## src/rtl/note_player.sv

```systemverilog
// Triangle-wave tone source: plays one note (phase step + duration in beats),
// emitting a signed 16-bit sample per codec request and a pulse at note end.
module note_player #(
    parameter int PHASE_W = 20
) (
    input  logic                clk,
    input  logic                reset,
    input  logic                load_new_note,
    input  logic [PHASE_W-1:0]  step_size,
    input  logic [5:0]          duration_in,
    input  logic                play_enable,
    input  logic                beat,
    input  logic                generate_next_sample,
    output logic signed [15:0]  sample_out,
    output logic                new_sample_ready,
    output logic [5:0]          note_duration,
    output logic                done_with_note,
    output logic                busy
);

    typedef enum logic {IDLE, PLAYING} state_t;

    state_t             state_q;
    logic [PHASE_W-1:0] phase_q;
    logic [PHASE_W-1:0] step_q;
    logic [5:0]         beat_cnt_q;
    logic signed [15:0] sample_d;

    // Quadrant-folded triangle: s ramps 0..0x7FFE within each quarter period.
    function automatic logic signed [15:0] tri_wave(input logic [15:0] u);
        logic [15:0] s;
        logic [15:0] w;
        s = {1'b0, u[13:0], 1'b0};
        case (u[15:14])
            2'd0:    w = s;
            2'd1:    w = 16'h7FFF - s;
            2'd2:    w = 16'd0 - s;
            default: w = s - 16'h7FFF;
        endcase
        return signed'(w);
    endfunction

    always_comb begin
        sample_d = tri_wave(phase_q[PHASE_W-1 -: 16]);
    end

    // NOTE: all state and outputs update with <= so every branch reads the
    // pre-edge values (e.g. the sample uses the phase before its increment).
    always_ff @(posedge clk) begin
        if (reset) begin
            state_q          <= IDLE;
            phase_q          <= '0;
            step_q           <= '0;
            beat_cnt_q       <= '0;
            sample_out       <= '0;
            new_sample_ready <= 1'b0;
            note_duration    <= '0;
            done_with_note   <= 1'b0;
            busy             <= 1'b0;
        end else begin
            new_sample_ready <= 1'b0;
            done_with_note   <= 1'b0;
            case (state_q)
                IDLE: begin
                    sample_out <= '0;
                    if (load_new_note) begin
                        state_q       <= PLAYING;
                        busy          <= 1'b1;
                        step_q        <= step_size;
                        note_duration <= duration_in;
                        phase_q       <= '0;
                        beat_cnt_q    <= '0;
                    end
                end
                PLAYING: begin
                    if (note_duration == 6'd0) begin
                        state_q        <= IDLE;
                        busy           <= 1'b0;
                        done_with_note <= 1'b1;
                    end else if (play_enable) begin
                        if (generate_next_sample) begin
                            phase_q          <= phase_q + step_q;
                            sample_out       <= sample_d;
                            new_sample_ready <= 1'b1;
                        end
                        if (beat) begin
                            beat_cnt_q <= beat_cnt_q + 6'd1;
                            if (beat_cnt_q == note_duration - 6'd1) begin
                                state_q        <= IDLE;
                                busy           <= 1'b0;
                                done_with_note <= 1'b1;
                            end
                        end
                    end
                end
                default: state_q <= IDLE;
            endcase
        end
    end

endmodule
```

## config.mk

```make
export PLATFORM = sky130hd
export DESIGN_NAME = note_player
export DESIGN_NICKNAME = d
export VERILOG_FILES = /design/src/rtl/note_player.sv
export SDC_FILE = /design/constraint.sdc
export NUM_CORES = 1
export LEC_CHECK = 0
export CAP_MARGIN = 20
export CORE_AREA = 5 5 70 136
export CTS_CLUSTER_DIAMETER = 40
export DETAILED_ROUTE_END_ITERATION = 12
export DIE_AREA = 0 0 75 141
export GPL_TIMING_DRIVEN = 0
export PLACE_DENSITY = 0.74
export SLEW_MARGIN = 40
export SYNTH_ARGS = -nofsm -noshare
export SYNTH_HDL_FRONTEND = slang
export SYNTH_SLANG_ARGS = --single-unit
```

## constraint.sdc

```tcl
create_clock -name clk -period 2.1 [get_ports clk]
set_input_delay 0.525 -clock clk [delete_from_list [all_inputs] [get_ports clk]]
set_output_delay 0.525 -clock clk [all_outputs]
set_load 0.01 [all_outputs]
```

==> impl_results.md, run 1 <==
* Boundary Pins at 57
* Tmin final at 2270 ps
* Failing checks: setup timing
* Synth area leader: dfxtp_1
* RSZ-0062 raised after global routing: true
* Final setup margin at -170 ps
* Post-synth top area share at 0.362
* Hold WS at 453 ps
* Initial DRC count at 168
* Power density over the cells at 609 mW/mm2
* H-tree Lvls at 3
* Num CTS Buffers at 9
* Top FF cell, synth: dfxtp_1
* Reg2reg end: phase_q[16]$_SDFFE_PP0P_
* Comb power frac at 0.128
* Synth top cells by count: nand2_1, dfxtp_1, a21oi_1, nor2_1, ha_1
* Switch Pwr at 0.000813 W
* Register area share after synthesis at 0.362
* Worst-case clock skew at 6.56 ps
* Final Setup Violations at 9
* CTS tree: yes
* Startpoint Class: flip-flop
* Vias in the first global route at 3,471
* Synth Register Bits at 72
* Worst-path fanout max at 2
* ANT cells at 0
* Avg Cell Area, Syn at 8.16 um2
* CORE AREA at 0.00847 mm2
* Fill cells at 732
* Yosys cell types at 62
* CTS sink cnt at 72
* Number of placed cells counting well taps at 643
* Initial antenna violation count at 0
* IO Port Bufs at 56
* Most common cell in the synthesized netlist: nand2_1
* Largest net degree at the start of global routing at 12
* Hold Startpoint: sample_out[0]$_SDFFE_PP0P_
* Worst Path Buf+Inv at 0
* Ys async rst share at 0
* Full die area at 0.0106 mm2
* DRC at 0
* Fin. Hold Viols at 0
* CTS Hold Bufs at 0
* First-pass GRT wire length at 15,900 um
* Post-synthesis cell count at 487
* CP Cell Sequence: ha_4, fa_2, a21o_4, a221oi_4, o21ai_2, and4_1, a211oi_2, xnor2_1, a22o_1
* Drt pass-1 iters at 4
* Clk_lat worst skew at 340 ps
* Max-slew violation count at 0
* Die H at 141 um
* WHS Path Cells at 2
* Synth warnings at 0
* GRT overflow at 0
* WL per Instance at 14.7 um
* Clock root buffer master: clkbuf_16
* Number of flops mapped to enable cells by yosys at 0
* Highest clock rate at 0.440 GHz
* Worst reg-to-reg setup slack at -170 ps
* Clock Path Buffers at 2
* Worst slack, placed at -622 ps
* Outcome: finished with violations
* Hold Path Sink: sample_out[0]$_SDFFE_PP0P_
* Worst setup EP type: flip-flop
* Slowest cell delay on critical path at 370 ps
* Internal at 0.00241 W
* Family with the most delay on the worst path: compound AO/OA/AOI/OAI gates
* Setup CP Type: flip-flop to flip-flop
* Vias per cell at 5.45
* CP max stage cell: fa_2
* Starting Density at 0.470
* Switching part of the total at 0.253
* Reg2Reg Depth at 9
* Nets at 623
* Area Overhead vs Synth at 33.0%
* Antenna-violating nets left at 0
* Routed WL at 9890 um
* Worst-path clk slew at 50 ps
* P_leak at 2.06 nW
* Slew HR at 0.560
* DPL Wire Length at 7300 um
* Tot Pwr at 0.00322 W
* Hold WC Path Type: flip-flop to flip-flop
* WP data arrival at 2500 ps
* R2r startpoint: step_q[0]$_SDFFE_PP0P_
* Cell Count, Final, Fillers Out at 671
* Clock share of power at 0.423
* Chip width at 75 um
* Sequential share of power at 0.449
* Routability congestion estimate at 0.898
* Peak VDD IR at 0.387 mV
* Share of layout cells above drive strength 1 at 0.180
* Top post-synthesis cells by area: dfxtp_1, nand2_1, a21oi_1
* Worst-Margin Slew at 652 ps
* Via count at 3,655
* Final setup TNS at -633 ps
* Mapped Area at 0.00398 mm2
* Tot GR Track Use at 0.193
* Critical Path RT at 2330 ps
* # rows at 48
* Max Cap Viol at 0
* Syn_nets at 542
* Final period util at 1.08
==> cell families after synthesis <==
family,count (synthesis),synth area share
simple gates,188,0.214
compound gates,128,0.215
flops,72,0.362
xor+xnor,41,0.0903
buf+inv,33,0.0387
fa+ha+maj,23,0.0743
mux,2,0.00535
==> worst max-delay path by stage <==
stage | from | endpoint | slack, ps | cells after the start
floorplan | phase_q[0]$_SDFFE_PP0P_ | phase_q[16]$_SDFFE_PP0P_ | -100 | 9
detailed placement | reset | done_with_note$_SDFF_PP0_ | -620 | 6
finish | step_q[0]$_SDFFE_PP0P_ | phase_q[16]$_SDFFE_PP0P_ | -170 | 9
global route | step_q[0]$_SDFFE_PP0P_ | phase_q[16]$_SDFFE_PP0P_ | -270 | 9
CTS | step_q[0]$_SDFFE_PP0P_ | phase_q[16]$_SDFFE_PP0P_ | -200 | 9
global placement | reset | sample_out[15]$_SDFFE_PP0P_ | -600 | 6
==> power groups by stage <==
stage | clock network (W) | logic [W] | registers, W
after floorplan | 0 | 0.000240 | 0.00147
after global placement | 0 | 0.000388 | 0.00147
after detailed placement | 0 | 0.000396 | 0.00147
after CTS | 0.00139 | 0.000409 | 0.00144
after global routing | 0.00143 | 0.000455 | 0.00145
final | 0.00136 | 0.000413 | 0.00145
==> flip-flops by register name (all words and copies together), names as in the netlist <==
signal and flops:
done_with_note 1, beat_cnt_q 6, new_sample_ready 1, note_duration 6, sample_out 16, state_q 1, phase_q 20, step_q 20
busy 1
==> final cells by class <==
class | count | area, um2 | share of cell area
multi-input cells | 382 | 2600 | 0.491
flip-flops and latches | 72 | 1470 | 0.277
repair buffers | 71 | 673 | 0.127
clock buffers | 10 | 239 | 0.0452
plain buffers | 24 | 129 | 0.0244
well taps | 100 | 125 | 0.0237
inverters | 8 | 35.0 | 0.00662
clock inverters | 4 | 22.5 | 0.00426
==> layout by cell type, fill, tap and decap left out, types with 5 or more instances in the layout <==
| master | n |
|---|---|
| a211oi_1 | 9 |
| a21o_1 | 7 |
| a21oi_1 | 49 |
| a21oi_2 | 6 |
| a22o_1 | 10 |
| buf_4 | 16 |
| clkbuf_1 | 11 |
| clkbuf_16 | 9 |
| clkbuf_2 | 5 |
| clkdlybuf4s50_1 | 56 |
| dfxtp_1 | 60 |
| dfxtp_2 | 8 |
| ha_1 | 13 |
| ha_4 | 7 |
| inv_1 | 6 |
| nand2_1 | 83 |
| nand2b_1 | 8 |
| nand3_1 | 13 |
| nor2_1 | 40 |
| o21ai_0 | 7 |
| or3_1 | 5 |
| xnor2_1 | 20 |
| xor2_1 | 20 |
==> timing repair <==
action | CTS | global route
setup endpoints to repair | 34 | 39
gates resized for setup | 45 | 32
buffers inserted | 13 | 5
pin swaps | 20 | 15
==> layer usage <==
metal	vias up	track usage	part of all wire
li1	1875	-	-
met1	1679	0.211	0.40
met2	81	0.342	0.53
met3	20	0.0307	0.040
met4	0	0.100	0.026
met5	-	0	0
==> tightest hold or removal path: stages, from the launching register on <==
cell and delay (ps):
dfxtp_1 300, nand2_1 50, a21oi_1 50
==> through the flow <==
stage / instance area, um2 / util
2_1_floorplan: 3990 / -
3_3_place_gp: 4670 / 0.552
3_5_place_dp: 4670 / 0.552
4_1_cts: 5170 / 0.611
5_1_grt: 5290 / 0.625
6_report: 5290 / 0.625
(Power assumes the default switching activity.)
==> inputs of run 2 (changes only) <==
--- a/config.mk
+++ b/config.mk
@@ -6,10 +6,10 @@
 export NUM_CORES = 1
 export LEC_CHECK = 0
 export CAP_MARGIN = 20
-export CORE_AREA = 5 5 70 136
+export CORE_AREA = 2 2 67 133
 export CTS_CLUSTER_DIAMETER = 40
 export DETAILED_ROUTE_END_ITERATION = 12
-export DIE_AREA = 0 0 75 141
+export DIE_AREA = 0 0 69 135
 export GPL_TIMING_DRIVEN = 0
 export PLACE_DENSITY = 0.74
 export SLEW_MARGIN = 40
==> run 2 against run 1 <==
The run still ends with setup timing left. Setup slack lost 12 ps. Clock skew grew 0.80 ps. Cell count shrank 0.60%. Critical path depth is the same. Global-route usage grew 4.8 points. Design area grew 2.1%. Sequential power is essentially flat. Hold slack lost 2.5 ps. Sequential cell count is the same. Largest power group unchanged.
==> impl_results.md, run 2 (same netlist as run 1, synthesis figures left out) <==
* CTS sink cnt at 72 (unchanged)
* Top Registers: phase_q: 20 flops, step_q: 20 flops, sample_out: 16 flops (unchanged)
* Slew HR at 0.553 (was 0.560)
* Routed WL at 11,200 um (was 9890 um)
* Max Cap Viol at 0 (unchanged)
* Initial DRC count at 184 (was 168)
* Final setup TNS at -714 ps (was -633 ps)
* Internal at 0.00245 W (was 0.00241 W)
* Top Layer Used: met4 (unchanged)
* WL per Instance at 16.8 um (was 14.7 um)
* WP depth at 9 (unchanged)
* Worst Path Buf+Inv at 0 (unchanged)
* ANT cells at 0 (unchanged)
* P_leak at 2.08 nW (was 2.06 nW)
* Worst setup EP type: flip-flop (unchanged)
* Comb power frac at 0.135 (was 0.128)
* Num CTS Buffers at 9 (unchanged)
* Initial antenna violation count at 0 (unchanged)
* Share of layout cells above drive strength 1 at 0.195 (was 0.180)
* Family with the most delay on the worst path: compound AO/OA/AOI/OAI gates (unchanged)
* DRC at 0 (unchanged)
* RSZ-0062 raised after global routing: true (unchanged)
* Switch Pwr at 0.000810 W (was 0.000813 W)
* Failing checks: setup timing (unchanged)
* R2r startpoint: phase_q[0]$_SDFFE_PP0P_ (was step_q[0]$_SDFFE_PP0P_)
* Worst-path clk slew at 50 ps (about the same)
* Wl on met1 at 4010 um (was 3980 um)
* CP max stage cell: fa_2 (unchanged)
* WP data arrival at 2500 ps (about the same)
* Worst-path fanout max at 3 (was 2)
* Drt pass-1 iters at 5 (was 4)
* Boundary Pins at 57 (unchanged)
* Full die area at 0.00932 mm2 (was 0.0106 mm2)
* Sequential share of power at 0.446 (was 0.449)
* Fin. Hold Viols at 0 (unchanged)
* CTS tree: yes (unchanged)
* Worst slack, placed at -666 ps (was -622 ps)
* Slowest cell delay on critical path at 350 ps (was 370 ps)
* First-pass GRT wire length at 17,800 um (was 15,900 um)
* Met3 wire len at 349 um (was 397 um)
* Startpoint Class: flip-flop (unchanged)
* Tmin final at 2280 ps (was 2270 ps)
* Metal2 WL at 6400 um (was 5260 um)
* Worst-Margin Slew at 662 ps (was 652 ps)
* Worst reg-to-reg setup slack at -180 ps (was -170 ps)
* Clock Path Buffers at 2 (unchanged)
* CP Cell Sequence: ha_4, fa_2, a21o_4, a221oi_4, o21ai_2, and4_1, a211oi_2, xnor2_1, a22o_1 (unchanged)
* Max-slew violation count at 0 (unchanged)
* GRT overflow at 0 (unchanged)
* DPL Wire Length at 8290 um (was 7300 um)
* Chip width at 69 um (was 75 um)
* Antenna-violating nets left at 0 (unchanged)
* Reg2Reg Depth at 9 (unchanged)
* CORE AREA at 0.00823 mm2 (was 0.00847 mm2)
* Clock share of power at 0.420 (was 0.423)
* IO Port Bufs at 56 (unchanged)
* Peak VDD IR at 0.478 mV (was 0.387 mV)
* Routability congestion estimate at 0.952 (was 0.898)
* Worst-case clock skew at 7.36 ps (was 6.56 ps)
* Fill cells at 728 (was 732)
* Largest net degree at the start of global routing at 11 (was 12)
* Setup CP Type: flip-flop to flip-flop (unchanged)
* Most frequent cells in the layout: nand2_1, dfxtp_1, clkdlybuf4s50_1, a21oi_1, nor2_1 (unchanged)
* Outcome: finished with violations (unchanged)
* Clock root buffer master: clkbuf_16 (unchanged)
* Hold WC Path Type: flip-flop to flip-flop (unchanged)
* Final Setup Violations at 9 (unchanged)
* Via count at 3,805 (was 3,655)
* Highest clock rate at 0.438 GHz (was 0.440 GHz)
* Crit path from: phase_q[0]$_SDFFE_PP0P_ (was step_q[0]$_SDFFE_PP0P_)
* Vias per cell at 5.70 (was 5.45)
* Vias in the first global route at 3,906 (was 3,471)
* Starting Density at 0.483 (was 0.470)
* Crit path capture: phase_q[16]$_SDFFE_PP0P_ (unchanged)
* Reg2reg end: phase_q[16]$_SDFFE_PP0P_ (unchanged)
* Clk_lat worst skew at 330 ps (was 340 ps)
* H-tree Lvls at 3 (unchanged)
* Commonest non-fill, non-tap cell in the layout: nand2_1 (unchanged)
* Hold Startpoint: sample_out[5]$_SDFFE_PP0P_ (was sample_out[0]$_SDFFE_PP0P_)
* Nets at 622 (was 623)
* Final setup margin at -183 ps (was -170 ps)
* Power density over the cells at 604 mW/mm2 (was 609 mW/mm2)
* Switching part of the total at 0.248 (was 0.253)
* Area Overhead vs Synth at 35.7% (was 33.0%)
* Die H at 135 um (was 141 um)
* Tot GR Track Use at 0.241 (was 0.193)
* Critical Path RT at 2320 ps (was 2330 ps)
* Final period util at 1.09 (was 1.08)
* # rows at 47 (was 48)
## run 2: final cells by class
type	instances	area (um2)	share of cell area
Sequential cell	72	1470	0.272
Buffer	24	133	0.0246
Clock inverter	1	5.00	0.000927
Clock buffer	12	256	0.0475
Multi-Input combinational cell	382	2710	0.502
Timing Repair Buffer	70	669	0.124
Tap cell	98	123	0.0227
Inverter	8	32.5	0.00603
## run 2: timing repair
item | 4_1_cts | 5_1_grt
endpoints found under the setup margin | 26 | 52
resized for setup | 52 | 48
pin swaps | 11 | 19
buffers inserted | 10 | 4
hold buffers | 0 | 0
## run 2: per-layer routing
layer / global-route usage / up-vias
met4: 0.163 / 0
met1: 0.221 / 1814
met3: 0.0328 / 31
met5: 0 / -
met2: 0.475 / 94
li1: - / 1866
## run 2: per-stage QoR
| stage | utilization | instance area [um2] | hold slack [ps] | total power, W | std cells |
|---|---|---|---|---|---|
| after global placement | 0.567 | 4670 | 438 | 0.00186 | 641 |
| after detailed placement | 0.567 | 4670 | 444 | 0.00187 | 641 |
| after global routing | 0.656 | 5400 | 472 | 0.00336 | 667 |
| after floorplan | - | 3990 | 440 | 0.00171 | 487 |
| final | 0.656 | 5400 | 450 | 0.00326 | 667 |
| after CTS | 0.633 | 5210 | 451 | 0.00324 | 664 |
## run 2: tightest hold or removal path: cells and delay by family, from the launching register on
| kind | cells | cell delay [ps] |
|---|---|---|
| flip-flops | 1 | 300 |
| AO/OA/AOI/OAI | 1 | 50 |
| AND/OR/NAND/NOR | 1 | 50 |
## run 2: worst min path at each step
stage	slack, ps	end	cells after the start
global placement	440	sample_out[13]$_SDFFE_PP0P_	2
finish	450	sample_out[5]$_SDFFE_PP0P_	2
floorplan	440	step_q[10]$_SDFFE_PP0P_	2
global route	470	sample_out[5]$_SDFFE_PP0P_	2
CTS	450	sample_out[5]$_SDFFE_PP0P_	2
detailed placement	440	sample_out[5]$_SDFFE_PP0P_	2
## run 2: power groups by stage
stage	combinational, W	sequential, W	clock, W
after floorplan	0.000240	0.00147	0
after global placement	0.000393	0.00147	0
after detailed placement	0.000402	0.00147	0
after CTS	0.000421	0.00144	0.00137
after global routing	0.000479	0.00146	0.00142
final	0.000440	0.00145	0.00137
